[src/rtl/pool2d_stream.sv]
// Streaming 2-D max/average pooling over a raster pixel stream with KERNEL-row line buffer.
// Latency: one cycle from the accept that completes a window to valid_out.
// Backpressure: ready_in = !valid_out || ready_out; a stalled result holds and blocks new pixels.
module pool2d_stream #(
    parameter int WIDTH  = 26,
    parameter int HEIGHT = 26,
    parameter int DATA_W = 8,
    parameter int KERNEL = 2,
    parameter int STRIDE = 2
) (
    input  logic              clk,
    input  logic              rst,
    input  logic              mode,
    input  logic              valid_in,
    output logic              ready_in,
    input  logic [DATA_W-1:0] data_in,
    output logic              valid_out,
    input  logic              ready_out,
    output logic [DATA_W-1:0] data_out,
    output logic              last_out
);

    localparam int XW = $clog2(WIDTH + 1);
    localparam int YW = $clog2(HEIGHT + 1);
    localparam int PW = $clog2(KERNEL);
    localparam int SW = (STRIDE > 1) ? $clog2(STRIDE) : 1;
    localparam int AW = DATA_W + $clog2(KERNEL * KERNEL);
    localparam int OW = (WIDTH - KERNEL) / STRIDE + 1;
    localparam int OH = (HEIGHT - KERNEL) / STRIDE + 1;

    localparam logic [XW-1:0] X_MAX  = XW'(WIDTH - 1);
    localparam logic [YW-1:0] Y_MAX  = YW'(HEIGHT - 1);
    localparam logic [XW-1:0] X_K    = XW'(KERNEL - 1);
    localparam logic [YW-1:0] Y_K    = YW'(KERNEL - 1);
    localparam logic [XW-1:0] X_LAST = XW'(KERNEL - 1 + (OW - 1) * STRIDE);
    localparam logic [YW-1:0] Y_LAST = YW'(KERNEL - 1 + (OH - 1) * STRIDE);
    localparam logic [PW-1:0] P_MAX  = PW'(KERNEL - 1);
    localparam logic [SW-1:0] S_MAX  = SW'(STRIDE - 1);
    localparam logic [AW-1:0] DIV    = AW'(KERNEL * KERNEL);

    // Position of the next pixel, line-buffer row being written, and stride phases.
    logic [XW-1:0] x;
    logic [YW-1:0] y;
    logic [PW-1:0] wr_row;
    logic [SW-1:0] sx;
    logic [SW-1:0] sy;
    logic          mode_q;

    // Storage that is fully overwritten before use, so it carries no reset.
    logic [DATA_W-1:0] lb      [KERNEL][WIDTH];
    logic [DATA_W-1:0] win     [KERNEL][KERNEL];
    logic [DATA_W-1:0] win_nxt [KERNEL][KERNEL];

    logic [AW-1:0]     sum;
    logic [DATA_W-1:0] mx;
    logic [DATA_W-1:0] pool_res;

    logic accept;
    logic row_end;
    logic frame_end;
    logic fire;
    logic is_last;

    assign ready_in  = !valid_out || ready_out;
    assign accept    = valid_in && ready_in;
    assign row_end   = (x == X_MAX);
    assign frame_end = row_end && (y == Y_MAX);
    assign fire      = accept && (x >= X_K) && (y >= Y_K) && (sx == '0) && (sy == '0);
    assign is_last   = (x == X_LAST) && (y == Y_LAST);

    // Window after this accept: shift left, right column from older buffer rows plus data_in.
    // The oldest row sits just after the write pointer in circular order.
    always_comb begin
        for (int r = 0; r < KERNEL; r++) begin
            for (int c = 0; c < KERNEL - 1; c++) begin
                win_nxt[r][c] = win[r][c+1];
            end
        end
        for (int r = 0; r < KERNEL - 1; r++) begin
            win_nxt[r][KERNEL-1] = lb[PW'((int'(wr_row) + 1 + r) % KERNEL)][x];
        end
        win_nxt[KERNEL-1][KERNEL-1] = data_in;
    end

    // Max and floor-average of the completed window; sum is wide enough to never overflow.
    always_comb begin
        sum = '0;
        mx  = '0;
        for (int r = 0; r < KERNEL; r++) begin
            for (int c = 0; c < KERNEL; c++) begin
                sum = sum + AW'(win_nxt[r][c]);
                if (win_nxt[r][c] > mx) begin
                    mx = win_nxt[r][c];
                end
            end
        end
        pool_res = mode_q ? DATA_W'(sum / DIV) : mx;
    end

    // Raster position, stride phase, buffer row pointer and per-frame mode latch.
    always_ff @(posedge clk) begin
        if (rst) begin
            x      <= '0;
            y      <= '0;
            wr_row <= '0;
            sx     <= '0;
            sy     <= '0;
            mode_q <= 1'b0;
        end else if (accept) begin
            if (x == '0 && y == '0) begin
                mode_q <= mode;
            end
            if (row_end) begin
                x      <= '0;
                sx     <= '0;
                wr_row <= (wr_row == P_MAX) ? '0 : wr_row + 1'b1;
                if (frame_end) begin
                    y  <= '0;
                    sy <= '0;
                end else begin
                    y <= y + 1'b1;
                    if (y >= Y_K) begin
                        sy <= (sy == S_MAX) ? '0 : sy + 1'b1;
                    end else begin
                        sy <= '0;
                    end
                end
            end else begin
                x <= x + 1'b1;
                if (x >= X_K) begin
                    sx <= (sx == S_MAX) ? '0 : sx + 1'b1;
                end else begin
                    sx <= '0;
                end
            end
        end
    end

    // Line buffer write and window shift on every accepted pixel.
    always_ff @(posedge clk) begin
        if (accept) begin
            lb[wr_row][x] <= data_in;
            win           <= win_nxt;
        end
    end

    // Output register: load on a completed window, otherwise drop valid once taken.
    always_ff @(posedge clk) begin
        if (rst) begin
            valid_out <= 1'b0;
            data_out  <= '0;
            last_out  <= 1'b0;
        end else if (fire) begin
            valid_out <= 1'b1;
            data_out  <= pool_res;
            last_out  <= is_last;
        end else if (ready_out) begin
            valid_out <= 1'b0;
        end
    end

endmodule

[config.mk]
export PLATFORM = sky130hd
export DESIGN_NAME = pool2d_stream
export DESIGN_NICKNAME = d
export VERILOG_FILES = /design/src/rtl/pool2d_stream.sv
export SDC_FILE = /design/constraint.sdc
export NUM_CORES = 1
export LEC_CHECK = 0
export ABC_AREA = 1
export ABC_CLOCK_PERIOD_IN_PS = 6150
export BUFFER_PORTS_ARGS = -buffer_cell sky130_fd_sc_hd__buf_2
export CAP_MARGIN = 20
export CELL_PAD_IN_SITES_DETAIL_PLACEMENT = 2
export CELL_PAD_IN_SITES_GLOBAL_PLACEMENT = 2
export CORE_MARGIN = 2
export CORE_UTILIZATION = 40
export DETAILED_ROUTE_END_ITERATION = 7
export GPL_ROUTABILITY_DRIVEN = 0
export PLACE_DENSITY = 0.7
export SYNTH_ARGS = -nofsm -noshare
export SYNTH_HDL_FRONTEND = slang
export SYNTH_SLANG_ARGS = --single-unit
[constraint.sdc]
create_clock -name clk -period 6.15 [get_ports clk]
set_input_delay 1.23 -clock clk [delete_from_list [all_inputs] [get_ports clk]]
set_output_delay 1.23 -clock clk [all_outputs]
set_load 0.01 [all_outputs]
==> metrics.cfg <==
[outcome]
status = finished clean

[critical_path]
r2r_end = data_out[4]
path_max_fanout = 9
cpMostUsedCell = nand2_1
r2r_slack_ns = 0.03
cp.required_ns = 6.64
cp-end-kind = flip-flop
cpLargestDelayFamily = compound AO/OA/AOI/OAI gates
slowest_delay_ns = 0.44
critical_path.slowest_cell = dfxtp_4
crit_arrival_ns = 6.61
r2r_cells = 39
crit_buf_inv = 10
startpoint_type = flip-flop
r2r_start = wr_row
path_class = flip-flop to flip-flop

[cells_and_area]
final.fill_count = 4816
drive_gt1_share_pct = 18.7
multiInputGateArea_um2 = 6040
nNetsFinal = 1877
syn2layout_area_growth_pct = 19.8
antennaDiodeCount = 0
fin_util_pct = 48.8
seq_area_um2 = 13500
layout.cell_area.non_filler_um2 = 24000

[timing]
hold_violations = 0
finClkSkew_ns = 0.0272
setup_tns_ns = 0
tightest_slew_ns = 1.05
relSlewSlack_pct = 29.4
worst_slack_ns = 0.0286
hold-worst-slack_ns = 0.530
period_minus_slack_ns = 6.12
clock.fmax_mhz = 163
setup_viol_count_final = 0
period_share_pct = 99.5
slew_violations = 0

[logic_synthesis]
synth_compound_area_share_pct = 11.8
synthAdderAreaFrac_pct = 3.91
ys_warn_count = 0
synth_cells = 1692
synth_area_per_cell_um2 = 11.8
yosys.area_share.simple_pct = 11.9
synth_seq_cells = 456
syn_area_um2 = 20000
synthMuxAreaShare_pct = 0
syn-num-nets = 1758
synth_top_family_by_area = simple AND/OR/NAND/NOR gates
yosysSeqAreaShare_pct = 67.2
synth_xor_area_share_pct = 0.0438
synth.distinct_cells = 47

[power_and_ir_drop]
p_leak_nw = 8.56
pwr_density_cell_nw_per_um2 = 314
vdd_drop_max_mv = 0.263

[cts]
clock-root-buffer = clkbuf_16
h-tree-depth = 2
cts_hold_buffers = 0
clk_latency_ns = 0.60
clockBufferDepth = 3
cts_tree = done
clk_pin_slew_ns = 0.06
cts_sinks = 456
cts_inserted_buffers = 49

[global_routing]
grt_pass1_vias = 15500
grt_pass1_wl_um = 98400
grt_overflow = 0
grtUsageTotal_pct = 25.9
antenna_found_initial = 2
grt_max_degree = 62

[route]
post_drt_wl_per_cell_um = 27.3
vias = 14200
drc = 0
dr.pass1.iters = 4
wirelength_um = 68600
vias_per_cell = 5.65
ant_nets = 0
drt_iter0_drc = 1011

[placement]
io_buffers = 23
placed_cell_area_um2 = 21400
dpl_worst_slack_ns = -0.0591
hpwl_um = 41400

[floorplan]
core_area_um2 = 49200
io_pins = 24
initial_core_util_pct = 40.7
die_x_um = 228
dieArea_um2 = 51800
die_y_um = 228
rows = 81

[worst_hold_path]
hold_path_end = sx
min_path_cells = 2
min_path_type = flip-flop to flip-flop
min_from = sx

[job]
drv_cap = 0

[per-stage QoR]
stage,power [mW],instances
floorplan,4.00,1692
global placement,4.31,2392
detailed placement,4.36,2396
CTS,7.37,2486
global route,7.77,2514
finish,7.51,2514
[sequential cells by signal, indices dropped and copies added (netlist names)]
signal and cells:
data_out 8, last_out 1, lb 416, mode_q 1
sx 1, sy 1, valid_out 1, win 16
wr_row 1, x 5, y 5
[synthesized netlist by cell type (all sizes together)]
master,count,share of area (%)
fa,16,1.6
dfxtp,24,2.4
edfxtp,432,65
or2,1,0.031
nor3b,1,0.038
o21a,4,0.15
clkinv,1,0.019
o211a,1,0.050
ha,37,2.3
a31o,1,0.044
clkbuf,36,0.68
o221ai,29,1.3
a211oi,3,0.11
and2,7,0.22
nor3,53,1.3
a41o,1,0.050
o21ai,226,5.7
o21bai,1,0.038
a21boi,1,0.038
o22ai,57,1.8
a31oi,13,0.41
nand2,198,3.9
xnor2,1,0.044
nand4,6,0.29
a21oi,45,1.2
buf,59,2.2
inv,113,2.1
and3,1,0.031
nor2,232,4.5
nand3,64,1.6
o211ai,28,1.1
[layout by cell type (no fill, tap or decap), types with 7 or more instances in the layout]
| master | netlist | routed |
|---|---|---|
| edfxtp_1 | 432 | 432 |
| nor2_1 | 228 | 224 |
| nand2_1 | 191 | 179 |
| o21ai_0 | 204 | 177 |
| inv_1 | 108 | 105 |
| buf_4 | 19 | 104 |
| nand3_1 | 63 | 60 |
| clkbuf_16 | 0 | 56 |
| o22ai_1 | 57 | 54 |
| nor3_1 | 53 | 52 |
| a21oi_1 | 43 | 33 |
| o21ai_1 | 20 | 31 |
| o211ai_1 | 28 | 28 |
| o221ai_1 | 29 | 27 |
| ha_1 | 37 | 24 |
| buf_2 | 20 | 23 |
| dfxtp_1 | 24 | 21 |
| o21ai_2 | 2 | 17 |
| nand2_2 | 4 | 16 |
| fa_1 | 16 | 16 |
| clkinv_1 | 1 | 13 |
| buf_12 | 0 | 13 |
| a21oi_2 | 2 | 12 |
| ha_4 | 0 | 12 |
| clkinv_2 | 0 | 9 |
| buf_6 | 15 | 9 |
| clkbuf_1 | 36 | 7 |
[worst max path at each step]
stage | from | to | slack (ns) | cells after the start
6_report | wr_row | data_out[4] | 0.03 | 39
5_1_grt | wr_row | data_out[0] | -0.24 | 39
4_1_cts | wr_row | data_out[4] | 0.001 | 37
3_5_place_dp | wr_row | data_out[4] | -0.06 | 42
3_3_place_gp | wr_row | data_out[1] | 0.24 | 42
2_1_floorplan | x[1] | data_out[6] | 0.65 | 35
[tightest hold or removal path, cell delays in order, from the launching register on]
cell     delay, ns
dfxtp_1       0.33
a21oi_1       0.07
nor2_1        0.09
[metal layers]
layer	part of all wire (%)	routed length (um)	up-vias	track usage, %
met5	0	0	-	0
met4	3.0	2080	0	8.45
met3	4.1	2850	107	3.75
met2	50	34200	301	44.2
met1	43	29500	7443	34.2
li1	-	-	6356	-
[layout make-up]
type	instances	area share (%)
repair buffers	160	6.39
clock buffers	59	5.40
inverters	114	1.91
flip-flops and latches	456	56.2
repair inverters	3	0.141
well taps	664	3.47
clock inverters	31	1.33
multi-input cells	1027	25.2
[where the power goes]
| part | switching, mW | total, mW | internal, mW |
|---|---|---|---|
| Combinational | 0.664 | 1.07 | 0.408 |
| Sequential | 0.0152 | 3.43 | 3.42 |
| Clock | 1.26 | 3.01 | 1.75 |
[what timing repair did]
item	in CTS	in global routing
buffers inserted	0	16
setup endpoints to repair	8	8
hold endpoints to repair	0	0
gates cloned	0	12
resized for setup	8	131
pin swaps	0	36
[cells by family after synthesis]
| group | Yosys count |
|---|---|
| simple gates | 563 |
| xor+xnor | 1 |
| flops | 456 |
| buf+inv | 209 |
| fa+ha+maj | 53 |
| compound gates | 410 |
Power figures use the tool's default switching activity.
